$ cat config.mk
export PLATFORM = sky130hd
export DESIGN_NAME = mem_arbiter_flat
export DESIGN_NICKNAME = d
export VERILOG_FILES = /design/src/rtl/mem_arbiter_if.sv /design/src/rtl/mem_arbiter.sv /design/src/flat_wrapper.sv
export SDC_FILE = /design/constraint.sdc
export NUM_CORES = 1
export LEC_CHECK = 0
export ABC_AREA = 1
export BUFFER_PORTS_ARGS = -buffer_cell sky130_fd_sc_hd__clkbuf_2
export CAP_MARGIN = 20
export CORE_ASPECT_RATIO = 1.25
export CORE_MARGIN = 2
export CORE_UTILIZATION = 40
export CTS_CLUSTER_DIAMETER = 100
export DETAILED_ROUTE_END_ITERATION = 7
export SYNTH_ARGS = -nofsm -noshare
export SYNTH_HDL_FRONTEND = slang
export SYNTH_SLANG_ARGS = --single-unit
$ cat constraint.sdc
create_clock -name clk -period 6.1 [get_ports clk]
set_clock_uncertainty 0.15 [all_clocks]
set_input_delay 0.915 -clock clk [delete_from_list [all_inputs] [get_ports clk]]
set_output_delay 0.915 -clock clk [all_outputs]
set_load 0.05 [all_outputs]
$ cat src/rtl/mem_arbiter_if.sv
// Requester and memory-side signals of the two-port memory arbiter.
// The arbiter connects through the slave modport; requesters and the memory model use master.
interface mem_arbiter_if #(
  parameter int ADDR_W = 8,
  parameter int WORD_W = 16
);
  logic              p0_req;
  logic              p0_we;
  logic [ADDR_W-1:0] p0_addr;
  logic [7:0]        p0_wdata;
  logic              p0_ack;
  logic [WORD_W-1:0] p0_rdata;

  logic              p1_req;
  logic              p1_we;
  logic [ADDR_W-1:0] p1_addr;
  logic [7:0]        p1_wdata;
  logic              p1_ack;
  logic [WORD_W-1:0] p1_rdata;

  logic [ADDR_W-1:0] mem_addr;
  logic [WORD_W-1:0] mem_in;
  logic              mem_we;
  logic [WORD_W-1:0] mem_out;
  logic              busy;

  modport slave (
    input  p0_req, p0_we, p0_addr, p0_wdata,
    input  p1_req, p1_we, p1_addr, p1_wdata,
    input  mem_out,
    output p0_ack, p0_rdata, p1_ack, p1_rdata,
    output mem_addr, mem_in, mem_we, busy
  );

  modport master (
    output p0_req, p0_we, p0_addr, p0_wdata,
    output p1_req, p1_we, p1_addr, p1_wdata,
    output mem_out,
    input  p0_ack, p0_rdata, p1_ack, p1_rdata,
    input  mem_addr, mem_in, mem_we, busy
  );
endinterface

$ cat src/rtl/mem_arbiter.sv
// Two-port arbiter for a 16-bit-word, byte-addressed memory: alternating grants on
// contention, word reads, and read-modify-write byte stores done on the requester's behalf.
module mem_arbiter #(
  parameter int ADDR_W = 8,
  parameter int WORD_W = 16
) (
  input  logic         clk,
  input  logic         rst,
  mem_arbiter_if.slave bus
);

  typedef enum logic [1:0] {IDLE, RD, WR, ACK} state_t;

  state_t            state, state_nxt;
  logic              owner, last_grant, we_q;
  logic [ADDR_W-1:0] addr_q;
  logic [7:0]        wdata_q;
  logic [WORD_W-1:0] word;

  logic              grant, grant_sel, sel_we;
  logic [ADDR_W-1:0] sel_addr;
  logic [7:0]        sel_wdata;

  function automatic logic [WORD_W-1:0] merge_lane(input logic [WORD_W-1:0] w,
                                                   input logic lane,
                                                   input logic [7:0] b);
    merge_lane = lane ? {b, w[7:0]} : {w[WORD_W-1:8], b};
  endfunction

  always_comb begin
    state_nxt = state;
    grant     = 1'b0;
    grant_sel = 1'b0;
    case (state)
      IDLE: begin
        // On a tie the port that did not win last time is served.
        if (bus.p0_req && bus.p1_req) begin
          grant     = 1'b1;
          grant_sel = ~last_grant;
        end else if (bus.p0_req) begin
          grant     = 1'b1;
          grant_sel = 1'b0;
        end else if (bus.p1_req) begin
          grant     = 1'b1;
          grant_sel = 1'b1;
        end
        if (grant) state_nxt = RD;
      end
      RD:      state_nxt = we_q ? WR : ACK;
      WR:      state_nxt = ACK;
      ACK:     state_nxt = IDLE;
      default: state_nxt = IDLE;
    endcase
    sel_we    = grant_sel ? bus.p1_we    : bus.p0_we;
    sel_addr  = grant_sel ? bus.p1_addr  : bus.p0_addr;
    sel_wdata = grant_sel ? bus.p1_wdata : bus.p0_wdata;
  end

  always_comb begin
    bus.mem_addr = '0;
    bus.mem_in   = '0;
    bus.mem_we   = 1'b0;
    if (state == RD || state == WR) bus.mem_addr = {addr_q[ADDR_W-1:1], 1'b0};
    if (state == WR) begin
      bus.mem_we = 1'b1;
      bus.mem_in = merge_lane(word, addr_q[0], wdata_q);
    end
    bus.p0_ack = (state == ACK) && !owner;
    bus.p1_ack = (state == ACK) &&  owner;
    bus.busy   = (state != IDLE);
  end

  // Control state and the returned read words.
  always_ff @(posedge clk or posedge rst) begin
    if (rst) begin
      state        <= IDLE;
      last_grant   <= 1'b1;
      owner        <= 1'b0;
      we_q         <= 1'b0;
      bus.p0_rdata <= '0;
      bus.p1_rdata <= '0;
    end else begin
      state <= state_nxt;
      if (grant) begin
        owner      <= grant_sel;
        last_grant <= grant_sel;
        we_q       <= sel_we;
      end
      // rdata lands on the edge into ACK; stores report the pre-write word.
      if (state == RD && !we_q) begin
        if (owner) bus.p1_rdata <= bus.mem_out;
        else       bus.p0_rdata <= bus.mem_out;
      end
      if (state == WR) begin
        if (owner) bus.p1_rdata <= word;
        else       bus.p0_rdata <= word;
      end
    end
  end

  // Request latch and working word.
  always_ff @(posedge clk) begin
    if (grant) begin
      addr_q  <= sel_addr;
      wdata_q <= sel_wdata;
    end
    if (state == RD) word <= bus.mem_out;
  end

endmodule

$ cat src/flat_wrapper.sv
// flat-port wrapper written by rule: the top's interface ports become plain ports
module mem_arbiter_flat 
#(
  parameter int ADDR_W = 8,
  parameter int WORD_W = 16
)
  (clk, rst, bus_p0_req, bus_p0_we, bus_p0_addr, bus_p0_wdata, bus_p1_req, bus_p1_we, bus_p1_addr, bus_p1_wdata, bus_mem_out, bus_p0_ack, bus_p0_rdata, bus_p1_ack, bus_p1_rdata, bus_mem_addr, bus_mem_in, bus_mem_we, bus_busy);
  mem_arbiter_if #(.ADDR_W(ADDR_W), .WORD_W(WORD_W)) bus_i ();
  input  logic clk;
  input  logic rst;
  input wire logic [$bits(bus_i.p0_req)-1:0] bus_p0_req;
  input wire logic [$bits(bus_i.p0_we)-1:0] bus_p0_we;
  input wire logic [$bits(bus_i.p0_addr)-1:0] bus_p0_addr;
  input wire logic [$bits(bus_i.p0_wdata)-1:0] bus_p0_wdata;
  input wire logic [$bits(bus_i.p1_req)-1:0] bus_p1_req;
  input wire logic [$bits(bus_i.p1_we)-1:0] bus_p1_we;
  input wire logic [$bits(bus_i.p1_addr)-1:0] bus_p1_addr;
  input wire logic [$bits(bus_i.p1_wdata)-1:0] bus_p1_wdata;
  input wire logic [$bits(bus_i.mem_out)-1:0] bus_mem_out;
  output wire logic [$bits(bus_i.p0_ack)-1:0] bus_p0_ack;
  output wire logic [$bits(bus_i.p0_rdata)-1:0] bus_p0_rdata;
  output wire logic [$bits(bus_i.p1_ack)-1:0] bus_p1_ack;
  output wire logic [$bits(bus_i.p1_rdata)-1:0] bus_p1_rdata;
  output wire logic [$bits(bus_i.mem_addr)-1:0] bus_mem_addr;
  output wire logic [$bits(bus_i.mem_in)-1:0] bus_mem_in;
  output wire logic [$bits(bus_i.mem_we)-1:0] bus_mem_we;
  output wire logic [$bits(bus_i.busy)-1:0] bus_busy;
  assign bus_i.p0_req = bus_p0_req;
  assign bus_i.p0_we = bus_p0_we;
  assign bus_i.p0_addr = bus_p0_addr;
  assign bus_i.p0_wdata = bus_p0_wdata;
  assign bus_i.p1_req = bus_p1_req;
  assign bus_i.p1_we = bus_p1_we;
  assign bus_i.p1_addr = bus_p1_addr;
  assign bus_i.p1_wdata = bus_p1_wdata;
  assign bus_i.mem_out = bus_mem_out;
  assign bus_p0_ack = bus_i.p0_ack;
  assign bus_p0_rdata = bus_i.p0_rdata;
  assign bus_p1_ack = bus_i.p1_ack;
  assign bus_p1_rdata = bus_i.p1_rdata;
  assign bus_mem_addr = bus_i.mem_addr;
  assign bus_mem_in = bus_i.mem_in;
  assign bus_mem_we = bus_i.mem_we;
  assign bus_busy = bus_i.busy;
  mem_arbiter #(.ADDR_W(ADDR_W), .WORD_W(WORD_W)) u_core (.clk(clk), .rst(rst), .bus(bus_i));
endmodule
# After elaboration in Yosys (flattened, before gate mapping)
# Cells that the tools add are included.
# totals
regBits	69
in_bits	54
wordCells	49
# classes
n_eq_ne	4
muxes	26
bitwise	1
n_reduce_logical	9
# op_table
operator	count
$mux W16	10
$mux W8	3
$mux W1	11
$pmux W2 S4	1
$eq A2 B2 Y1 const B	2
$logic_and A1 B1 Y1	4
$eq A2 B1 Y1 const B	1
$logic_not A1 Y1	2
$logic_not A2 Y1	1
$mux W2	1
$ne A2 B1 Y1 const B	1
$reduce_bool A2 Y1	1
$logic_or A1 B1 Y1	1
$not A1 Y1	1

# Longest topological paths before layout
# logic_depth
depth_word	6
depth_mapped	9
depth_no_buf	8

# Worst setup path before layout
# No wires, ideal clock.
# synth_timing
path_type	register to output
start	register u_core.state[0]
end	output bus_mem_in[10]
t_arrival_ns	2.139
setup_slack_ns	2.896
path_stages_with_launch	7
path_buffers	2
cell_sequence	dfrtp_1 inv_1 ha_1 buf_4 buf_2 o21ai_0 nor2_1
# synth_between
elab_chain_len	2
# synth_rtl
item	line_no	source
start, declared	mem_arbiter.sv:14	state_t state, state_nxt;
start signal, assigned	mem_arbiter.sv:83	state <= state_nxt;
$eq A2 B2 Y1	mem_arbiter.sv:64	if (state == WR) begin
$mux W16	mem_arbiter.sv:64	
end, declared	flat_wrapper.sv:25	output wire logic [$bits(bus_i.mem_in)-1:0] bus_mem_in;
# No other way between the ends.

# Final worst setup path
# layout_timing
start	register u_core.addr_q[0]
end	output bus_mem_in[14]
# layout_between
elab_chain_len	2
# layout_rtl
item	line_no	source
start, declared	mem_arbiter.sv:16	logic [ADDR_W-1:0] addr_q;
start signal, assigned	mem_arbiter.sv:104	addr_q <= sel_addr;
$mux W16	mem_arbiter.sv:27	merge_lane = lane ? {b, w[7:0]} : {w[WORD_W-1:8], b};
$mux W16	mem_arbiter.sv:64	
# No other way between the ends.

==> key figures <==
Clock network
  • CTS tree: yes
  • Setup bufs post-CTS: 0
  • Worst-skew pair later-pin latency: 0.33 ns
  • Clk slew on worst S/H paths: 0.05 ns
  • Post-CTS Resized: 0
  • Clock net sink count: 69
  • Root buf cell: clkbuf_16
  • Num CTS Buffers: 9
  • H-tree depth: 3
  • Hold_buf cts: 0
  • Clk buf depth: 2

Critical path
  • Critical register-to-register path startpoint: u_core.state[0]
  • Highest-delay cell along the critical path: edfxtp_1
  • Setup crit start: u_core.addr_q[0]
  • R2R Setup Slk: 3.45 ns
  • Setup CP Type: flip-flop to output port
  • Critical path launch point type: flip-flop
  • Crit-path cells: clkinv_1 > o21ai_0 > a21oi_1 > clkbuf_2
  • Crit. End Element: output port
  • Critical path peak fanout: 17
  • Worst Reg-to-Reg Cells: 8
  • Critical Path AT: 2.14 ns
  • Worst path max stage delay: 0.62 ns
  • Worst EP required: roughly 5.0 ns

Route
  • Final WL: 10240 um
  • Drt wl/cell: 14.48 um
  • Initial DRC Count: around 330
  • DRC Markers: 0
  • Antenna Nets Post-Route: 0
  • Via count: 3506
  • Drt first pass iters: 7
  • Vias per inst: 4.959

Timing
  • RSZ-0062 raised after global routing: no
  • Normalized max-slew margin: 0.2952
  • Post-layout min period: 3.201 ns
  • Worst-margin pin slew: 1.056 ns
  • Final setup vio count: 0
  • Fmax: around 310 MHz
  • Hold Vio Cnt, Final: 0
  • Max Slew Vio Count: 0
  • Tcrit/Tclk final: 0.5247
  • Setup TNS: 0 ns

Power and ir drop
  • Power Dens Cells: 664.8 nW/um^2
  • Pleak: 2.467 nW
  • Worst vdd ir: approximately 360 uV

Global routing
  • Grt met1 use: 0.2554
  • GR peak layer: met2
  • First-pass GRT wire length: 16840 um
  • M2 GR Usage: 0.3554
  • Antenna violations before repair: 0
  • Largest net degree at the start of global routing: 50
  • Grt met3 use: 0.04899
  • Vias in the first global route: roughly 3500
  • GRT overflow: 0
  • GRT Util Overall: 0.2098

Finish
  • Fraction of layout cells with a size suffix above 1: 0.2517
  • Fillers: a little over 900
  • Diodes inserted: 0
  • Nets@finish: 637
  • Post-route cell area: 4576 um^2
  • Utilization after layout: 0.5014
  • Synthesis-to-layout area growth: 22.47%

Floorplanning
  • Die Ht: 112.1 um
  • Die area: between 10000 and 15000 um^2
  • Die Wd: 90.44 um
  • Core ar.: between 9000 and 10000 um^2
  • Io pins: 114
  • Initial Utilization: 0.4094
  • Row cnt: 39

Place
  • Placed cell areas: 4293 um^2
  • PortBufs: 112
  • Routability cong.: 0.7895
  • Post-detail-place hpwl: 7069 um

Synth
  • Count of cell types in the netlist: 26
  • Sequential share of the synthesized area: 0.5054
  • Syn Area/Cell: between 7 and 8 um^2
  • Synth Warn #: 0
  • Synth Register Bits: 69
  • Mapped Nets: 538
  • Post-Synthesis Cells: 480
  • Synth Cell Area: 3736 um^2

Hold path
  • Hold Path Sink: u_core.last_grant
  • Worst Hold Launch: u_core.last_grant
  • Worst Hold Class: flip-flop to flip-flop
  • Worst hold path depth: 2

Status
  • Outcome: finished clean

Run
  • Max Cap Viol: 0
-- how the worst max path moves through the flow --
| stage | slack, ns | end | depth (start not counted) |
|---|---|---|---|
| 2_1_floorplan | 2.90 | bus_mem_in[10] | 6 |
| 3_3_place_gp | 3.26 | u_core.bus.p0_rdata[13] | 8 |
| 3_5_place_dp | 3.23 | bus_mem_in[14] | 4 |
| 4_1_cts | 2.87 | bus_mem_in[14] | 4 |
| 5_1_grt | 2.69 | bus_mem_in[14] | 4 |
| 6_report | 2.90 | bus_mem_in[14] | 4 |
-- worst max-delay path, delay by kind of cell (launching register included) --
kind / cells / cell delay [ns]
buffers and inverters: 2 / 0.80
AO/OA/AOI/OAI: 2 / 0.38
flip-flops: 1 / 0.62
-- cells in the final DEF (no fill, tap or decap) --
| cell | synthesis | final |
|---|---|---|
| nand2_1 | 215 | 215 |
| clkbuf_2 | 0 | 112 |
| nand3_1 | 46 | 46 |
| nor2_1 | 38 | 38 |
| dfrtp_1 | 36 | 36 |
| edfxtp_1 | 32 | 32 |
| o21ai_0 | 23 | 23 |
| inv_1 | 18 | 18 |
| nand4_1 | 14 | 14 |
| clkbuf_16 | 0 | 9 |
| nand2_2 | 8 | 8 |
| inv_2 | 4 | 4 |
| ha_1 | 4 | 4 |
| a21oi_1 | 3 | 3 |
| clkbuf_8 | 0 | 3 |
| clkbuf_1 | 4 | 3 |
| buf_4 | 5 | 3 |
| o21bai_1 | 2 | 2 |
| a21oi_2 | 2 | 2 |
| nor3_1 | 1 | 1 |
| nand2_4 | 1 | 1 |
| nor2_2 | 1 | 1 |
| nand3_2 | 1 | 1 |
| clkinv_1 | 1 | 1 |
| conb_1 | 1 | 1 |
| clkinv_2 | 0 | 1 |
| buf_8 | 0 | 1 |
| dfstp_2 | 1 | 1 |
-- area by class of cell --
type | count | area, um^2 | area share
sequential | 69 | 1888 | 0.4126
multi-input combinational | 360 | 1567 | 0.3424
timing repair buffer | 116 | 598.1 | 0.1307
clock buffer | 15 | 277.8 | 0.06071
tap | 123 | 153.9 | 0.03363
inverter | 23 | 86.33 | 0.01887
clock inverter | 1 | 5.005 | 0.001094
-- metrics by stage --
stage / worst slack (ns) / hold WS (ns) / power (mW) / std cells
final: 2.899 / 0.3169 / 3.042 / 707
after global placement: 3.259 / 0.3075 / 2.534 / 690
after detailed placement: 3.231 / 0.3134 / 2.568 / 691
after floorplan: 2.896 / 0.3008 / 2.200 / 480
after CTS: 2.869 / 0.3216 / 3.065 / 707
after global routing: 2.691 / 0.3434 / 3.257 / 707
-- cells in the mapped netlist (all sizes together) --
cell    instances  share of area
edfxtp         32           0.26
dfstp           1         0.0070
dfrtp          36           0.24
inv            22          0.022
o21bai          2         0.0040
nand3          47          0.064
a21oi           5         0.0087
clkbuf          4         0.0040
conb            1         0.0010
nor3            1         0.0013
ha              4          0.013
nand4          14          0.023
buf            24          0.048
nand2         224           0.23
clkinv          1         0.0010
nor2           39          0.040
o21ai          23          0.031
-- metal layers --
metal	wire (um)	share of wire
met2	5206	0.51
met4	170	0.017
met1	4234	0.41
met3	624	0.061
met5	0	0
-- where the power goes --
| group | switching [mW] | leakage (nW) | internal (mW) |
|---|---|---|---|
| logic | 1.34 | 1.57 | 0.379 |
| registers | 0.130 | 0.756 | 0.703 |
| clock network | 0.184 | 0.140 | 0.308 |
| total | 1.65 | 2.47 | 1.39 |
-- cells by family (layout without fill, tap and decap cells) --
kind of cell / after synthesis / in the layout / share of synthesized area
and+or+nand+nor: 325 / 325 / 0.3614
DFF: 69 / 69 / 0.5054
buffers and inverters: 51 / 155 / 0.07535
AOI/OAI and AO/OA: 30 / 30 / 0.04353
adders and majority gates: 4 / 4 / 0.01340
other: 1 / 1 / 0.001004
Power figures use the tool's default switching activity.
